==> src/rtl/hazard_ctrl.sv <==
// hazard_ctrl -- pipeline hazard controller for a 5-stage in-order core.
//
// Decides, every cycle, whether the pipeline runs, stalls for a load-use
// dependency, flushes behind a taken branch/jump, or freezes while data
// memory is busy. Controls are combinational (zero latency); state_o is the
// condition that was in force during the previous cycle.
//
// Ports:
//   clk, rst_n                 clock, asynchronous active-low reset
//   if_id_ir, id_ex_ir,        instruction registers of IF/ID, ID/EX, EX/MEM
//   ex_mem_ir                  (32'h0 is a bubble)
//   mem_cond                   branch condition latched with ex_mem_ir
//   mem_busy                   data memory not ready, hold the pipeline
//   pc_write, if_id_write      1 = register advances
//   if_id_flush, id_ex_flush,  1 = register loads 32'h0 on the next edge
//   ex_mem_flush
//   state_o                    previous-cycle condition: RUN/STALL/FLUSH/FREEZE
//   stall_cnt, flush_cnt,      event counters
//   freeze_cnt
//
// Build option: define HAZARD_PERF_CNT_EN to build saturating event counters;
// without it the counter ports are tied to zero and no counter flops exist.
//
// Handshake: none. mem_busy is a level-sensitive hold request; while it is
// high no register advances and no register is flushed.

module hazard_ctrl (
    input  logic        clk,
    input  logic        rst_n,
    input  logic [31:0] if_id_ir,
    input  logic [31:0] id_ex_ir,
    input  logic [31:0] ex_mem_ir,
    input  logic [31:0] mem_cond,
    input  logic        mem_busy,
    output logic        pc_write,
    output logic        if_id_write,
    output logic        if_id_flush,
    output logic        id_ex_flush,
    output logic        ex_mem_flush,
    output logic [1:0]  state_o,
    output logic [15:0] stall_cnt,
    output logic [15:0] flush_cnt,
    output logic [15:0] freeze_cnt
);

    // Opcode map shared with the decoder (DLX encoding).
    localparam logic [5:0] OP_OPERATION = 6'h00;
    localparam logic [5:0] OP_J         = 6'h02;
    localparam logic [5:0] OP_BEQZ      = 6'h04;
    localparam logic [5:0] OP_BNEZ      = 6'h05;
    localparam logic [5:0] OP_LW        = 6'h23;
    localparam logic [5:0] OP_SW        = 6'h2B;

    typedef enum logic [1:0] {
        ST_RUN    = 2'd0,
        ST_STALL  = 2'd1,
        ST_FLUSH  = 2'd2,
        ST_FREEZE = 2'd3
    } state_t;

    state_t state_q, state_d;
    logic   pending_q, pending_d;

    // ------------------------------------------------------------------
    // Decode
    // ------------------------------------------------------------------
    logic [5:0] if_op, id_op, mem_op;
    logic [4:0] if_rs1, if_rs2, id_lw_rd;
    logic       if_reads_rs1, if_reads_rs2;
    logic       load_use, taken;

    assign if_op    = if_id_ir[31:26];
    assign if_rs1   = if_id_ir[25:21];
    assign if_rs2   = if_id_ir[20:16];
    assign id_op    = id_ex_ir[31:26];
    assign id_lw_rd = id_ex_ir[20:16];
    assign mem_op   = ex_mem_ir[31:26];

    always_comb begin
        if_reads_rs1 = 1'b0;
        if_reads_rs2 = 1'b0;
        case (if_op)
            OP_OPERATION, OP_SW: begin
                if_reads_rs1 = 1'b1;
                if_reads_rs2 = 1'b1;
            end
            OP_LW, OP_BEQZ, OP_BNEZ: if_reads_rs1 = 1'b1;
            default: ;
        endcase
    end

    // A bubble decodes as an OPERATION on r0; the rd != 0 term keeps it
    // from ever matching. After a FLUSH, IF/ID holds a bubble, so any
    // apparent dependency in that cycle is stale and ignored.
    always_comb begin
        load_use = 1'b0;
        if ((id_op == OP_LW) && (id_lw_rd != 5'd0) && (state_q != ST_FLUSH)) begin
            load_use = (if_reads_rs1 && (if_rs1 == id_lw_rd)) ||
                       (if_reads_rs2 && (if_rs2 == id_lw_rd));
        end
    end

    // pending_q remembers a branch resolved while the pipeline was frozen,
    // since ex_mem_ir/mem_cond may no longer be valid once memory releases.
    assign taken = (((mem_op == OP_BEQZ) || (mem_op == OP_BNEZ) || (mem_op == OP_J)) &&
                    (mem_cond != 32'h0)) || pending_q;

    // ------------------------------------------------------------------
    // Condition select, FREEZE > FLUSH > STALL > RUN
    // ------------------------------------------------------------------
    always_comb begin
        state_d = ST_RUN;
        if (!rst_n)        state_d = ST_RUN;
        else if (mem_busy) state_d = ST_FREEZE;
        else if (taken)    state_d = ST_FLUSH;
        else if (load_use) state_d = ST_STALL;
    end

    always_comb begin
        pc_write     = 1'b1;
        if_id_write  = 1'b1;
        if_id_flush  = 1'b0;
        id_ex_flush  = 1'b0;
        ex_mem_flush = 1'b0;
        case (state_d)
            ST_FREEZE: begin
                pc_write    = 1'b0;
                if_id_write = 1'b0;
            end
            ST_FLUSH: begin
                if_id_flush  = 1'b1;
                id_ex_flush  = 1'b1;
                ex_mem_flush = 1'b1;
            end
            ST_STALL: begin
                pc_write    = 1'b0;
                if_id_write = 1'b0;
                id_ex_flush = 1'b1;
            end
            default: ;
        endcase
    end

    always_comb begin
        pending_d = pending_q;
        if (state_d == ST_FREEZE)     pending_d = taken;
        else if (state_d == ST_FLUSH) pending_d = 1'b0;
    end

    always_ff @(posedge clk or negedge rst_n) begin
        if (!rst_n) begin
            state_q   <= ST_RUN;
            pending_q <= 1'b0;
        end else begin
            state_q   <= state_d;
            pending_q <= pending_d;
        end
    end

    assign state_o = state_q;

    // ------------------------------------------------------------------
    // Event counters
    // ------------------------------------------------------------------
`ifdef HAZARD_PERF_CNT_EN
    logic [15:0] stall_cnt_q, flush_cnt_q, freeze_cnt_q;
    logic [15:0] stall_cnt_d, flush_cnt_d, freeze_cnt_d;

    always_comb begin
        stall_cnt_d  = stall_cnt_q;
        flush_cnt_d  = flush_cnt_q;
        freeze_cnt_d = freeze_cnt_q;
        if ((state_d == ST_STALL) && (stall_cnt_q != 16'hFFFF))
            stall_cnt_d = stall_cnt_q + 16'd1;
        if ((state_d == ST_FLUSH) && (flush_cnt_q != 16'hFFFF))
            flush_cnt_d = flush_cnt_q + 16'd1;
        if ((state_d == ST_FREEZE) && (freeze_cnt_q != 16'hFFFF))
            freeze_cnt_d = freeze_cnt_q + 16'd1;
    end

    always_ff @(posedge clk or negedge rst_n) begin
        if (!rst_n) begin
            stall_cnt_q  <= 16'h0;
            flush_cnt_q  <= 16'h0;
            freeze_cnt_q <= 16'h0;
        end else begin
            stall_cnt_q  <= stall_cnt_d;
            flush_cnt_q  <= flush_cnt_d;
            freeze_cnt_q <= freeze_cnt_d;
        end
    end

    assign stall_cnt  = stall_cnt_q;
    assign flush_cnt  = flush_cnt_q;
    assign freeze_cnt = freeze_cnt_q;
`else
    assign stall_cnt  = 16'h0;
    assign flush_cnt  = 16'h0;
    assign freeze_cnt = 16'h0;
`endif

endmodule

==> config.mk <==
export PLATFORM = sky130hd
export DESIGN_NAME = hazard_ctrl
export DESIGN_NICKNAME = d
export VERILOG_FILES = /design/src/rtl/hazard_ctrl.sv
export SDC_FILE = /design/constraint.sdc
export NUM_CORES = 1
export LEC_CHECK = 0
export CORE_ASPECT_RATIO = 0.7
export CORE_MARGIN = 2
export CORE_UTILIZATION = 20
export DETAILED_ROUTE_END_ITERATION = 8
export PLACE_DENSITY = 0.88
export SETUP_SLACK_MARGIN = 0.15
export SYNTH_ARGS = -nofsm -noshare
export SYNTH_HDL_FRONTEND = slang
export SYNTH_SLANG_ARGS = --single-unit
==> constraint.sdc <==
create_clock -name clk -period 4.57 [get_ports clk]
set_input_delay 1.1425 -clock clk [delete_from_list [all_inputs] [get_ports clk]]
set_output_delay 1.1425 -clock clk [all_outputs]
set_load 0.01 [all_outputs]
# Word level (Yosys, flattened, before mapping)
# Cells that the tools add are included.
[op_classes]
n_eq_ne = 14
muxes = 12
reduce_logical = 17
[ops]
columns = ["op", "n"]
rows = [
  ["32-bit nonzero test", 1],
  ["6-bit by 3-bit equality test with 1-bit output, second input constant", 4],
  ["6-bit equality test, second input constant", 3],
  ["5-bit equality test", 2],
  ["1-bit 2-to-1 mux", 9],
  ["6-bit by 2-bit equality test with 1-bit output, second input constant", 1],
  ["6-bit logical NOT", 1],
  ["2-bit 2-to-1 mux", 3],
  ["2-bit OR reduction", 3],
  ["1-bit logical AND", 5],
  ["5-bit nonzero test", 1],
  ["5-bit OR reduction", 1],
  ["2-bit equality test, second input constant", 2],
  ["1-bit logical OR", 4],
  ["2-bit by 1-bit equality test with 1-bit output, second input constant", 1],
  ["2-bit inequality test, second input constant", 1],
  ["2-bit nonzero test", 1],
]
[totals]
ff_bits = 3
input_bits = 131

# Depth between registers and ports, before layout
# Gate-level depths: netlist of run 1.
[logic_depth]
ltp_word = 13
depth_mapped = 9
ltp_nobuf = 9

# Worst setup path before layout of run 1
# OpenSTA, ideal clock, no wires.
[synth_timing]
path_type = "input to output"
from = "input mem_cond[24]"
to = "output if_id_flush"
arrival_ns = 2.458
slack_ns = 0.969
path_stages = 7
path_buffers = 1
path_cell_list = "nor4_1 -> nand4_1 -> or2_4 -> a21oi_4 -> a32oi_1 -> ha_1 -> buf_4"
[synth_between]
elab_chain_cells = 8
[synth_lines]
columns = ["item", "line_no", "rtl"]
rows = [
  ["start, declared", "33", "input logic [31:0] mem_cond,"],
  ["32-bit nonzero test", "106", "(mem_cond != 32'h0)) || pending_q;"],
  ["1-bit logical AND", "105", "assign taken = (((mem_op == OP_BEQZ) || (mem_op == OP_BNEZ) || (mem_op == OP_J)) &&"],
  ["1-bit logical OR", "106", ""],
  ["2-bit 2-to-1 mux", "115", "else if (taken) state_d = ST_FLUSH;"],
  ["2-bit 2-to-1 mux", "114", "else if (mem_busy) state_d = ST_FREEZE;"],
  ["2-bit 2-to-1 mux", "113", "if (!rst_n) state_d = ST_RUN;"],
  ["2-bit equality test", "-", ""],
  ["1-bit 2-to-1 mux", "-", ""],
  ["end, declared", "37", "output logic if_id_flush,"],
]
# No other way between the ends.

# Final worst setup path of run 1
[layout_timing]
from = "input mem_cond[30]"
to = "output ex_mem_flush"
[layout_between]
elab_chain_cells = 8
[layout_lines]
columns = ["item", "line_no", "rtl"]
rows = [
  ["32-bit nonzero test", "106", ""],
  ["1-bit logical AND", "105", ""],
  ["1-bit logical OR", "106", ""],
  ["2-bit 2-to-1 mux", "115", ""],
  ["2-bit 2-to-1 mux", "114", ""],
  ["2-bit 2-to-1 mux", "113", ""],
  ["2-bit equality test", "125", "case (state_d)"],
  ["1-bit 2-to-1 mux", "125", ""],
  ["end, declared", "39", "output logic ex_mem_flush,"],
]
# No other way between the ends.

==> results of run 1 <==
## worst min path at each step
stage	start	endpoint	cells after the start
after floorplan	pending_q	pending_q	2
after global placement	pending_q	pending_q	2
after detailed placement	pending_q	pending_q	2
after CTS	pending_q	pending_q	2
after global routing	pending_q	pending_q	2
final	pending_q	pending_q	2
## report_power, final
| part | switching, uW | internal, uW |
|---|---|---|
| Combinational | 47.2 | 69.0 |
| Clock | 18.8 | 59.6 |
| Sequential | 0.662 | 27.9 |
| Total | 66.6 | 156 |
## sequential cells by signal, summed over array words and instances, names as in the netlist
name and flops:
state_o 2, pending_q 1
## worst max-delay path, delay by kind of cell
family	cells	cell delay [ps]
AO/OA/AOI/OAI	2	320
adder cells (fa/ha/maj)	1	240
buffers and inverters	2	700
AND/OR/NAND/NOR	3	720
## kinds of logic after synthesis
logic type                 count (synthesis)
adders and majority gates                  1
AOI/OAI and AO/OA                         10
buffers and inverters                     55
and+or+nand+nor                           26
other                                      1
DFF                                        3
muxes                                      1
xor gates and xnor gates                  10
## cells in the mapped netlist, drive strengths merged
cell     n  area [sq um]
inv      5         18.77
a21boi   1         7.510
nand2    1         6.260
conb     1         3.750
nor4    10         75.07
nor2b    1         6.260
mux2i    1         10.01
or2      1         8.760
nand4    3         18.77
nor3     2         10.01
xnor2    2         17.52
a32oi    2         17.52
a22oi    1         7.510
nand3    1         5.000
nand4b   1         8.760
nor4b    1         8.760
nor2     3         11.26
o21ai    1         5.000
or3      1         11.26
buf     50         375.4
xor2     8         70.07
a21oi    1         16.27
o31ai    1         21.27
ha       1         12.51
o22ai    2         18.77
or4      1         7.510
a32o     1         11.26
dfrtp    3         75.07
## layer usage
metal | share of wire (%) | GRT usage (%) | vias up
li1 | - | - | 448
met1 | 33 | 11.25 | 401
met2 | 60 | 20.62 | 38
met3 | 5.0 | 2.134 | 6
met4 | 2.2 | 4.684 | 0
met5 | 0 | 0 | -
## cell type report
class | instances | share of cell area, %
Clock buffer | 4 | 2.812
Inverter | 5 | 1.172
Multi-Input combinational cell | 96 | 36.95
Sequential cell | 3 | 4.687
Tap cell | 52 | 4.062
Timing Repair Buffer | 84 | 50.31
## cell usage in the layout (no fill, tap or decap), types with 2 or more instances in the layout
master           count
clkdlybuf4s50_1     69
dlygate4sd2_1        4
a32oi_1              2
nand4_1              3
xor2_1               8
nor3_1               2
dfrtp_1              3
nor4_1               5
inv_1                5
conb_1              48
clkbuf_8             3
buf_4               10
nor4_2               5
nor2_1               3
xnor2_1              2
## metrics by stage
| step | std cells | instance area [sq um] |
|---|---|---|
| finish | 244 | 1602 |
| global route | 244 | 1602 |
| CTS | 243 | 1592 |
| detailed placement | 238 | 1533 |
| global placement | 238 | 1533 |
| floorplan | 154 | 1042 |
## repair_timing
item | in CTS | in global routing
endpoints found under the hold margin | 0 | 0
setup buffers | 1 | 1
endpoints found under the setup margin | 5 | 1
pin swaps | 3 | 3
resized for setup | 8 | 3
==> qor.csv, run 1 <==
metric,value,unit
"Slowest-stage cell, CP",clkdlybuf4s50_1,
Final Skew,5.669,ps
R2R depth,8,
Critical Path RT,3430,ps
post-route minimum period,4264,ps
TritonCTS sink count,3,
"CTS clk-pin slew, worst paths",30,ps
VDD IR max,0.1277,mV
CP Cell Sequence,clkdlybuf4s50_1 -> nor4_2 -> nand4_1 -> or2_4 -> a21oi_4 -> a32oi_1 -> ha_1 -> dlygate4sd2_1,
crit path capture,ex_mem_flush,
mux cell area share after synthesis,1.156,%
Hold Crit Class,reg -> reg,
Post-Synth XOR/XNOR Area,10.12,%
"flops & latches, synth",3,
vias in the first global route,857,
startpoint types,primary input,
n_diodes,0,
worst reg2reg path endpoint,pending_q,
Worst-Skew Late Latency,220,ps
Critical path origin,mem_cond[30],
Final HPWL DP,2557,um
Adder-Cell Fraction of Synth Area,1.445,%
# hold bufs at CTS,0,
First-pass DRT Iterations,4,
initial core utilization,21.42,%
final core utilization,39.63,%
Root Buffer,clkbuf_8,
Iteration-0 DRC Markers,16,
Reg2Reg Setup Slack,3150,ps
Die Y-Extent,59.05,um
Mapped Area,865.8,sq um
Hold Slack,593.9,ps
drt drc,0,
area of the core,4041,sq um
CTS max path bufs,2,
status,completed,
die footprint,4880,sq um
area of the multi-input gates,591.8,sq um
routed len/inst,11.70,um
CTS tree,yes,
# setup viols final,0,
vias per cell,3.660,
Buffers on Ports,74,
leak pwr,0.0006906,uW
Synth Area in Compound Gates,12.14,%
io pins,186,
post-route ant nets,0,
"Seq/Total Area, Yosys",8.671,%
Yosys warnings,0,
Place WS,-147.0,ps
GPL Wtd Cong,0.7178,
period utilization,93.31,%
fmax,234.5,MHz
max_cap viols,0,
worst r2r src,state_o[1],
PwrDens,139.3,nW/um^2
H-tree level count,1,
P&R area growth vs syn,84.97,%
GRT Util Overall,10.72,%
Post-Syn Instances,107,
Worst path max stage delay,410,ps
layout net count,325,
RSZ-0062 raised after global routing,no,
Netlist cell types,30,
fin. max-slew vios,0,
DR vias,893,
Tot Pwr,223.1,uW
antenna violations before repair,0,
Site Rows,19,
Synth Area per Inst,8.092,sq um
fillcell total,412,
global route total overflow,0,
register area,75.07,sq um
"Worst Path Class, Setup",in -> out,
Max Fanout on Critical Path,4,
Final WS setup,305.8,ps
simple-gate share of the synthesized area,20.52,%
largest family of logic cells by synthesized area,buffers and inverters,
final hold violations,0,
total CTS buffers,3,
share of layout cells above drive strength 1,13.54,%
largest net degree at the start of global routing,9,
first-pass GRT wire length,3829,um
overall routed net length,2854,um
Worst setup EP type,output pin,
Fin Setup TNS,0,ps
die extent in x,82.64,um
CP Data Arrival Time,3120,ps
Power figures use the tool's default switching activity.
==> run 2, diff against run 1 <==
--- a/config.mk
+++ b/config.mk
@@ -8,6 +8,7 @@
 export CORE_ASPECT_RATIO = 0.7
 export CORE_MARGIN = 2
 export CORE_UTILIZATION = 20
+export CTS_BUF_LIST = sky130_fd_sc_hd__clkbuf_16
 export DETAILED_ROUTE_END_ITERATION = 8
 export PLACE_DENSITY = 0.88
 export SETUP_SLACK_MARGIN = 0.15
==> constraint.sdc (replaced) <==
create_clock -name clk -period 5.2 [get_ports clk]
set_input_delay 1.3 -clock clk [delete_from_list [all_inputs] [get_ports clk]]
set_output_delay 1.3 -clock clk [all_outputs]
set_load 0.01 [all_outputs]
==> qor.csv, run 2 (synthesis gave the netlist of run 1 again) <==
metric,value,unit
status,completed,
min-delay src,pending_q,
GRT Util Overall,10.24,%
"CTS clk-pin slew, worst paths",30,ps
GPL Wtd Cong,0.7416,
routed len/inst,11.67,um
total CTS buffers,3,
Critical Path RT,3900,ps
overall routed net length,2754,um
Largest register FFs,2,
Worst path max stage delay,480,ps
vias in the first global route,830,
Final HPWL DP,2506,um
RSZ-0062 raised after global routing,no,
Clk pwr share,48.9,%
WHS Endpoint,pending_q,
worst reg2reg path endpoint,pending_q,
R2R depth,8,
initial core utilization,21.42,%
antenna violations before repair,0,
global route total overflow,0,
Max Fanout on Critical Path,5,
Finished Layout Cells,236,
"Worst Path Class, Setup",in -> out,
"Slowest-stage cell, CP",clkdlybuf4s50_1,
die footprint,4880,sq um
Reg power frac,10.3,%
PwrDens,155.0,nW/um^2
CTS max path bufs,2,
final core utilization,39.13,%
post-route minimum period,4833,ps
Hold Slack,596.9,ps
startpoint types,primary input,
die extent in x,82.64,um
fmax,206.9,MHz
Worst-Skew Late Latency,220,ps
Final Skew,0.3327,ps
max_cap viols,0,
Worst path most repeated cell,clkdlybuf4s50_1,
layout net count,317,
Comb pwr share,40.8,%
io pins,186,
fin. max-slew vios,0,
vias per cell,3.593,
Post-CTS Setup Inserts,0,
most frequent cells in the layout,"clkdlybuf4s50_1 (73), conb_1 (48), xor2_1 (8), nor4_1 (6), inv_1 (6)",
CTS tree,yes,
internal power,183.3,uW
Sw Pwr,61.82,uW
H-tree level count,1,
TritonCTS sink count,3,
# setup viols final,0,
"commonest non-fill, non-tap cell in the layout",clkdlybuf4s50_1,
CP bufs+invs,2,
P&R area growth vs syn,82.66,%
placed cell count,232,
DR vias,848,
Iteration-0 DRC Markers,23,
drt drc,0,
Root Buffer,clkbuf_16,
switching part of the total,25.22,%
Reg2Reg Setup Slack,3620,ps
Fin Setup TNS,0,ps
number of cells on the critical path,8,
VDD IR max,0.1510,mV
period utilization,92.95,%
worst r2r src,state_o[1],
hold path cells,2,
largest net degree at the start of global routing,9,
Die Y-Extent,59.05,um
Worst setup EP type,output pin,
n_diodes,0,
CP Data Arrival Time,3530,ps
final hold violations,0,
leak pwr,0.0006750,uW
share of layout cells above drive strength 1,8.696,%
Buffers on Ports,74,
"Largest delay share family, worst path",buffers and inverters,
post-route ant nets,0,
First-pass DRT Iterations,4,
first-pass GRT wire length,3691,um
CP Cell Sequence,clkdlybuf4s50_1 -> nor4_2 -> nand4_1 -> or2_4 -> a21oi_4 -> a32oi_1 -> ha_1 -> clkdlybuf4s50_1,
Site Rows,19,
area of the core,4041,sq um
Hold Crit Class,reg -> reg,
==> run 2: cell types whose count changed in the layout (fill, tap and decap cells not counted), moves of 3 or more <==
cell             before  now
buf_4                10    2
clkdlybuf4s50_1      69   73
dlygate4sd2_1         4    0
clkbuf_16             0    3
clkbuf_8              3    0
==> run 2: layout make-up <==
| cell class | count | area (sq um) |
|---|---|---|
| multi-input combinational | 96 | 585.6 |
| sequential | 3 | 75.07 |
| clock buffer | 3 | 75.07 |
| fill | 407 | 2460 |
| timing repair buffer | 76 | 758.2 |
| tap | 52 | 65.06 |
| clock inverter | 1 | 3.754 |
| inverter | 5 | 18.77 |
==> run 2: worst max path at each step <==
stage	start	to
CTS	mem_cond[25]	id_ex_flush
floorplan	mem_cond[24]	if_id_flush
global route	id_ex_ir[18]	ex_mem_flush
finish	mem_cond[30]	if_id_flush
global placement	mem_cond[25]	id_ex_flush
detailed placement	mem_cond[25]	id_ex_flush
==> run 2: worst min-delay path, cell delays in order (launching register included) <==
cell,delay (ps)
dfrtp_1,390
a21oi_4,60
nor2_1,100
==> run 2: routing by layer <==
layer | global-route usage [%] | routed length [um] | up-vias
met1 | 11.44 | 965 | 379
met4 | 3.981 | 47 | 0
met5 | 0 | 0 | -
li1 | - | - | 429
met3 | 2.134 | 123 | 4
met2 | 19.01 | 1617 | 36
==> run 2: power by group through the flow <==
stage	logic, uW	clock network, uW	registers [uW]
finish	100	120	25.1
global placement	97.4	0	25.3
CTS	99.4	122	25.2
global route	108	125	25.2
detailed placement	98.7	0	25.5
floorplan	60.6	0	25.7
==> run 2: metrics by stage <==
stage / setup slack, ps / instance area (sq um) / power [uW]
6_report: 366.7 / 1582 / 245.1
5_1_grt: 259.7 / 1582 / 259.0
4_1_cts: 172.8 / 1567 / 246.5
3_5_place_dp: 187.9 / 1488 / 124.2
3_3_place_gp: 220.8 / 1488 / 122.7
2_1_floorplan: 1284 / 1042 / 86.23
==> run 2: what timing repair did <==
item                                    in CTS  in global routing
resized for setup                            0                  3
hold buffers                                 0                  0
endpoints found under the setup margin       0                  1
==> run 3, diff against run 2 <==
--- a/config.mk
+++ b/config.mk
@@ -10,7 +10,7 @@
 export CORE_UTILIZATION = 20
 export CTS_BUF_LIST = sky130_fd_sc_hd__clkbuf_16
 export DETAILED_ROUTE_END_ITERATION = 8
-export PLACE_DENSITY = 0.88
+export PLACE_DENSITY_LB_ADDON = 0.2
 export SETUP_SLACK_MARGIN = 0.15
 export SYNTH_ARGS = -nofsm -noshare
 export SYNTH_HDL_FRONTEND = slang
==> qor.csv, run 3 (synthesis gave the netlist of run 1 again) <==
metric,value,unit
Critical Path RT,3900,ps
GPL Wtd Cong,0.8009,
drt drc,0,
area of the core,4041,sq um
"CTS clk-pin slew, worst paths",30,ps
fillcell total,404,
# hold bufs at CTS,0,
post-route ant nets,0,
most frequent cells in the layout,"clkdlybuf4s50_1 (73), conb_1 (48), xor2_1 (8), inv_1 (6)",
First-pass DRT Iterations,2,
worst r2r src,state_o[1],
die extent in x,82.64,um
routed len/inst,11.04,um
Hold Crit Class,reg -> reg,
PwrDens,154.2,nW/um^2
final core utilization,39.29,%
TritonCTS sink count,3,
P&R area growth vs syn,83.38,%
VDD IR max,0.08274,mV
layout net count,317,
final hold violations,0,
Buffers on Ports,74,
Final HPWL DP,2339,um
DP Area,1488,sq um
"Largest delay share family, worst path",buffers and inverters,
post-route minimum period,4846,ps
n_diodes,0,
Hold Slack,588.7,ps
overall routed net length,2606,um
Worst path max stage delay,560,ps
leak pwr,0.0006755,uW
Worst setup EP type,output pin,
Worst-Skew Late Latency,220,ps
max_cap viols,0,
Iteration-0 DRC Markers,9,
"Slowest-stage cell, CP",clkdlybuf4s50_1,
fin. max-slew vios,0,
CTS tree,yes,
status,completed,
Fin Setup TNS,0,ps
global route total overflow,0,
"Worst Path Class, Setup",in -> out,
"commonest non-fill, non-tap cell in the layout",clkdlybuf4s50_1,
Root Buffer,clkbuf_16,
CP Cell Sequence,clkdlybuf4s50_1 -> or4_1 -> nor2_1 -> nor3_1 -> a32oi_1 -> ha_1 -> clkdlybuf4s50_1,
RSZ-0062 raised after global routing,no,
DR vias,871,
vias per cell,3.691,
CTS max path bufs,2,
Site Rows,19,
CP Data Arrival Time,3550,ps
io pins,186,
Die Y-Extent,59.05,um
area of the multi-input gates,591.8,sq um
H-tree level count,1,
vias in the first global route,813,
# setup viols final,0,
die footprint,4880,sq um
Reg2Reg Setup Slack,3700,ps
post-route cell area,1588,sq um
min-delay src,pending_q,
GRT Util Overall,9.827,%
first-pass GRT wire length,3588,um
largest net degree at the start of global routing,9,
startpoint types,primary input,
Critical path origin,id_ex_ir[17],
Largest register FFs,2,
period utilization,93.20,%
register area,75.07,sq um
fmax,206.3,MHz
Worst path most repeated cell,clkdlybuf4s50_1,
CP bufs+invs,2,
antenna violations before repair,0,
Max Fanout on Critical Path,3,
share of layout cells above drive strength 1,9.239,%
total CTS buffers,3,
Final Skew,1.508,ps
Tot Pwr,244.8,uW
initial core utilization,21.42,%
==> run 3: what timing repair did <==
item	4_1_cts	5_1_grt
resized for setup	0	4
endpoints found under the setup margin	0	1
setup buffers	0	0
==> run 3: path summary, 6_finish.rpt <==
kind	endpoint	depth (start not counted)
worst max-delay path	if_id_flush	7
worst min-delay path	pending_q	2
worst max register to register	pending_q	8
worst min register to register	pending_q	2
max in group asynchronous	state_o[0]	2
min in group asynchronous	state_o[1]	2
==> run 3: per-stage QoR <==
| step | setup WS [ps] | cells |
|---|---|---|
| after floorplan | 1284 | 154 |
| after global placement | 224.8 | 232 |
| after detailed placement | 232.2 | 232 |
| after CTS | 215.2 | 236 |
| after global routing | 271.0 | 236 |
| final | 353.7 | 236 |
==> run 3: worst register-to-register path: stages, from the launching register on <==
cell and delay (ps):
dfrtp_1 360, inv_1 50, o21ai_0 80, nor3_1 330
a32oi_1 170, ha_1 240, inv_1 60, a22oi_1 50
nor2_1 90
==> run 3: layout make-up <==
cell class / count / area share [%]
Clock buffer: 3 / 4.728
Clock inverter: 1 / 0.2364
Inverter: 5 / 1.182
Multi-Input combinational cell: 96 / 37.27
Sequential cell: 3 / 4.728
Tap cell: 52 / 4.098
Timing Repair Buffer: 76 / 47.75
==> run 3: power breakdown <==
part / switching, uW / internal (uW) / leakage [uW]
clock network: 20.4 / 99.1 / 0.0000423
logic: 40.7 / 59.7 / 0.000594
registers: 0.486 / 24.5 / 0.0000396
==> run 3: metal layers <==
layer | GRT usage [%] | wire, um
met2 | 17.17 | 1478
met5 | 0 | 0
met1 | 10.81 | 878
met4 | 3.981 | 52
met3 | 3.659 | 196
